===== src/rtl/btn_debounce.sv =====
// btn_debounce: debounces N_BTN push-buttons on ticks from the rising edges of slow_clk
module btn_debounce #(
  parameter int N_BTN          = 5,
  parameter int STABLE_SAMPLES = 4
) (
  input  logic             clk_in,
  input  logic             rst_n,
  input  logic             slow_clk,
  input  logic [N_BTN-1:0] btn_raw,
  output logic [N_BTN-1:0] btn_level,
  output logic [N_BTN-1:0] btn_pulse,
  output logic             sample_tick
);
  localparam logic [3:0] LAST = 4'(STABLE_SAMPLES - 1);
  logic             s1_q, s2_q, s3_q, tick_q;
  logic [N_BTN-1:0] b1_q, b2_q, level_q, level_d, pulse_q;
  logic [3:0]       cnt_q [N_BTN];
  logic [3:0]       cnt_d [N_BTN];
  // a sample that agrees with the level restarts the count; the LAST disagreeing one flips the level
  always_comb begin
    cnt_d   = cnt_q;
    level_d = level_q;
    for (int i = 0; i < N_BTN; i++)
      if (tick_q) begin
        cnt_d[i]   = (b2_q[i] == level_q[i] || cnt_q[i] == LAST) ? 4'd0 : cnt_q[i] + 4'd1;
        level_d[i] = (b2_q[i] != level_q[i] && cnt_q[i] == LAST) ? b2_q[i] : level_q[i];
      end
  end
  always_ff @(posedge clk_in) begin
    if (!rst_n) begin
      s1_q    <= 1'b0;
      s2_q    <= 1'b0;
      s3_q    <= 1'b0;
      tick_q  <= 1'b0;
      b1_q    <= '0;
      b2_q    <= '0;
      level_q <= '0;
      pulse_q <= '0;
      cnt_q   <= '{default: '0};
    end else begin
      s1_q    <= slow_clk;
      s2_q    <= s1_q;
      s3_q    <= s2_q;
      tick_q  <= s2_q & ~s3_q;
      b1_q    <= btn_raw;
      b2_q    <= b1_q;
      level_q <= level_d;
      pulse_q <= level_d & ~level_q;
      cnt_q   <= cnt_d;
    end
  end
  assign btn_level   = level_q;
  assign btn_pulse   = pulse_q;
  assign sample_tick = tick_q;
endmodule


===== config.mk =====
export PLATFORM = sky130hd
export DESIGN_NAME = btn_debounce
export DESIGN_NICKNAME = d
export VERILOG_FILES = /design/src/rtl/btn_debounce.sv
export SDC_FILE = /design/constraint.sdc
export NUM_CORES = 1
export LEC_CHECK = 0
export CELL_PAD_IN_SITES_DETAIL_PLACEMENT = 1
export CELL_PAD_IN_SITES_GLOBAL_PLACEMENT = 1
export CORE_ASPECT_RATIO = 1.4
export CORE_MARGIN = 2
export CORE_UTILIZATION = 47
export DETAILED_ROUTE_END_ITERATION = 8
export PLACE_DENSITY = 0.9
export SLEW_MARGIN = 20
export SYNTH_ARGS = -nofsm -noshare
export SYNTH_HDL_FRONTEND = slang
export SYNTH_SLANG_ARGS = --single-unit

===== constraint.sdc =====
create_clock -name clk_in -period 2.4 [get_ports clk_in]
set_input_delay 0.48 -clock clk_in [delete_from_list [all_inputs] [get_ports clk_in]]
set_output_delay 0.48 -clock clk_in [all_outputs]
set_load 0.02 [all_outputs]

Word-level counts from Yosys, hierarchy flattened
Cells that the tools add are included.
{"block": "word_totals", "reg_bits": 44, "in_bits": 8, "out_inout_bits": 11}
{"block": "classes", "addsub": 5, "n_eq_ne": 15, "mux": 15, "bitwise_logic": 4, "n_reduce_logical": 10}
{"operator": "$add A4 B1 Y4 const B", "count": 5}
{"operator": "$eq A4 B2 Y1 const B", "count": 5}
{"operator": "$mux W4", "count": 5}
{"operator": "$mux W1", "count": 10}
{"operator": "$and A5 B5 Y5", "count": 1}
{"operator": "$eq A1 B1 Y1", "count": 5}
{"operator": "$logic_and A1 B1 Y1", "count": 5}
{"operator": "$logic_or A1 B1 Y1", "count": 5}
{"operator": "$ne A1 B1 Y1", "count": 5}
{"operator": "$not A5 Y5", "count": 1}
{"operator": "$and A1 B1 Y1", "count": 1}
{"operator": "$not A1 Y1", "count": 1}

Longest topological paths before layout
{"block": "depth", "depth_word": 5, "depth_mapped": 4, "ltp_nobuf": 4}

Least setup slack after synthesis
OpenSTA, ideal clock, no wires.
{"block": "synth_timing", "path_kind": "reg-to-reg", "start": "reg cnt_q[12] (netlist bit)", "end": "reg level_q[1], in the netlist btn_level[1]", "setup_ns": 0.115, "t_arrival_ns": 1.067, "t_required_ns": 2.285, "setup_slack_ns": 1.219, "stages_incl_launch_ff": 5, "path_buffers": 0, "cell_sequence": "dfxtp_1 ha_1 nor3b_2 a21boi_0 o21a_1"}
{"block": "synth_via", "elab_chain_cells": 4}
{"item": "start, declared", "line": "17", "source": "logic [3:0] cnt_q [N_BTN];"}
{"item": "start signal, assigned", "line": "49", "source": "cnt_q <= cnt_d;"}
{"item": "$eq A4 B2 Y1", "line": "26", "source": "level_d[i] = (b2_q[i] != level_q[i] && cnt_q[i] == LAST) ? b2_q[i] : level_q[i];"}
{"item": "$logic_and A1 B1 Y1", "line": "26"}
{"item": "$mux W1", "line": "26"}
{"item": "$mux W1", "line": "24", "source": "if (tick_q) begin"}
{"item": "end signal, assigned", "line": "47", "source": "level_q <= level_d;"}
{"item": "end, declared", "line": "16", "source": "logic [N_BTN-1:0] b1_q, b2_q, level_q, level_d, pulse_q;"}
Every way passes these cells.
A chain may end at the register's enable or synchronous reset.

Final worst setup path
{"block": "layout_timing", "start": "reg level_q[0], in the netlist btn_level[0]", "end": "out btn_level[0]"}
{"item": "end, declared", "line": "10", "source": "output logic [N_BTN-1:0] btn_level,"}
No word-level cell between the ends.

==> metrics <==
status finished clean; CP Cell Sequence clkdlybuf4s50_1; Port Buffers 18; Psw 0.000288 W; Clock Power Share 0.435; Die Span Y between 70 and 80 um; post-cts resize count 0; CP max FO 5; syn_area_per_cell roughly 10 um2; Top FF cell, synth dfxtp_1; worst path arrival time about 1400 ps; Final min period 1840 ps; Final Hold Vio Count 0; critical path class reg2out; Register-to-Register Path Depth 4; core area around 0.004 mm2; Root Driver clkbuf_8; htree depth 2; die area about 0.0046 mm2; DR pass1 iterations 4; via count around 1.5k; initial antenna violation count 0; Slew @ Worst Pin roughly 530 ps; fill count 440; final worst path period share 0.765; crit start category register; Cell Int Power ~0.0011 W; CTS buffer count 5; switching share of power 0.202; total length of routed wires 4620 um; most frequent cell after synthesis dfxtp_1; CP Data Required Time ~1900 ps; maximum capacitance violations 0; hold path cells 1; logic gate share of total power 0.040; Worst-Skew Late Latency 300 ps; CTS Hold Bufs 0; die width 58.0 um; area share of the largest cell type after synthesis 0.458; vias in the first global route roughly 1.6k; Final GP Congestion roughly 0.66; GR Overflow Total 0; flop2flop setup slack around 900 ps; Post-DRT Antenna Nets 0; area delta synth->final 16.9%; Final Non-Filler Cells between 200 and 300; cell count after synthesis 190; layout cells sized above 1 0.0913; crit-path max cell delay ~640 ps; post-synth top area cell dfxtp_1; Post-CTS Repair Setup Buffers 0; CTS clock-pin slew for the worst setup and hold paths approximately 80 ps; most common library cells after synthesis dfxtp_1 (44), and2_1 (17), o21a_1 (17), nand2_1 (15), o22ai_1 (9); buffers and inverters on the worst path 1; Cell Rows 27; # diodes 0; wire length per cell roughly 18 um; number of I/O pins 19; Rel. slew slack 0.641; Post-synth EDFFs 0; Initial Utilization 0.490; Final Skew ~5.7 ps; RSZ-0062 raised after global routing false; CTS Buffer Depth 2; CP endpoint kind output pin; Post-synth ARST share 0; hpwl dp about 2900 um; Ys Warns 0; Flop pwr share 0.525; drt drc 0; Placed Cells ~240; worst r2r dst cnt_q[18]; TritonCTS clock tree built; maximum vdd drop 511 uV; Iter 0 DRT Violations 39; Yosys reg bits 44; largest net degree at the start of global routing 50; all-layer global routing usage 0.214; Nets 220; total clock sinks 44; Hold WC Path Type reg2reg; Yosys cell types 30; synth top area cells dfxtp_1 (46%), o21a_1 (6.6%), and2_1 (5.5%), ha_1 (3.3%), nor4b_2 (3.1%); Final Slew Violations 0; sequential share of the synthesized area 0.458; hold endpoint sample_tick; first-pass GRT wire length about 7500 um; Top Family by Delay on Critical Path buffers and inverters; Crit Reg-Reg Startpoint sample_tick; Post-Syn Area between 0.0015 and 0.002 mm2; CP max-delay cell clkdlybuf4s50_1; Finish-stage setup viols 0; worst hold start s3_q; Final TNS setup 0 ps; DR vias/cell between 5 and 6; Max Fclk 545 MHz; Leakage 0.854 nW; Pwr Density 633 mW/mm2; syn nets slightly above 200
==> power by group through the flow <==
stage / logic (W) / clock network, W / registers (W)
after floorplan: 0.0000366 / 0 / 0.000762
after global placement: 0.0000521 / 0 / 0.000762
after detailed placement: 0.0000563 / 0 / 0.000763
after CTS: 0.0000578 / 0.000632 / 0.000746
after global routing: 0.0000632 / 0.000649 / 0.000747
final: 0.0000571 / 0.000619 / 0.000746
==> cells in the final DEF (no fill, tap or decap) <==
cell type / count
buf_4: 2
o32ai_1: 4
ha_1: 5
nand2b_1: 6
nor3b_2: 4
nand3b_1: 5
nand4bb_1: 1
mux2i_1: 1
nand4_1: 1
nor4b_2: 4
nor2b_1: 8
bufinv_16: 1
a21boi_0: 4
and2b_1: 2
inv_1: 4
dfxtp_1: 44
o22ai_1: 9
a21oi_1: 2
clkdlybuf4s50_1: 18
nand4b_1: 5
xor2_1: 2
xnor2_1: 5
nor3_1: 1
a211oi_2: 1
and2_1: 17
clkbuf_8: 7
and4_1: 4
nand2_1: 15
nand3_1: 1
and3_1: 8
o21a_1: 17
==> cell type report <==
type,instances,area (um2),area share
Inverter,4,15.0,0.00669
Clock inverter,1,30.0,0.0134
Sequential cell,44,881,0.392
Timing Repair Buffer,20,195,0.0869
Tap cell,43,53.8,0.0240
Multi-Input combinational cell,132,975,0.434
Clock buffer,7,96.3,0.0429
==> kinds of logic (layout without fill, tap and decap cells) <==
family                   after synthesis  count (layout)  synth area share
flip-flops                            44              44             0.458
adder cells (fa/ha/maj)                5               5            0.0326
multiplexers                           1               1           0.00521
XOR/XNOR                               7               7            0.0319
AO/OA/AOI/OAI                         37              37             0.141
AND/OR/NAND/NOR                       82              82             0.296
buffers and inverters                 14              32            0.0345
==> stage by stage <==
| step | setup WS [ps] | hold WS [ps] | total power, W | utilization | instance area (um2) |
|---|---|---|---|---|---|
| 2_1_floorplan | 1220 | 367 | 0.000799 | - | 1920 |
| 3_3_place_gp | 673 | 377 | 0.000814 | 0.541 | 2120 |
| 3_5_place_dp | 583 | 387 | 0.000819 | 0.541 | 2120 |
| 4_1_cts | 550 | 399 | 0.00144 | 0.573 | 2250 |
| 5_1_grt | 523 | 411 | 0.00146 | 0.573 | 2250 |
| 6_report | 564 | 395 | 0.00142 | 0.573 | 2250 |
==> worst max path at each step <==
stage	from	end	slack [ps]	cells after the start
4_1_cts	btn_level[0]	btn_level[0]	550	1
3_5_place_dp	rst_n	cnt_q[18]	580	4
5_1_grt	btn_level[0]	btn_level[0]	520	1
2_1_floorplan	cnt_q[12]	btn_level[1]	1220	4
3_3_place_gp	rst_n	cnt_q[18]	670	4
6_report	btn_level[0]	btn_level[0]	560	1
==> sequential cells by signal (all words and copies together), names as in the netlist <==
signal / flops
b1_q: 5
cnt_q: 20
s2_q: 1
btn_pulse: 5
s1_q: 1
sample_tick: 1
b2_q: 5
btn_level: 5
s3_q: 1
==> layer usage <==
| metal | vias to the layer above | routed length, um | track usage |
|---|---|---|---|
| li1 | 705 | - | - |
| met1 | 719 | 1800 | 0.212 |
| met2 | 19 | 2610 | 0.415 |
| met3 | 9 | 103 | 0.0373 |
| met4 | 0 | 104 | 0.0977 |
| met5 | - | 0 | 0 |
(Power assumes the default switching activity.)
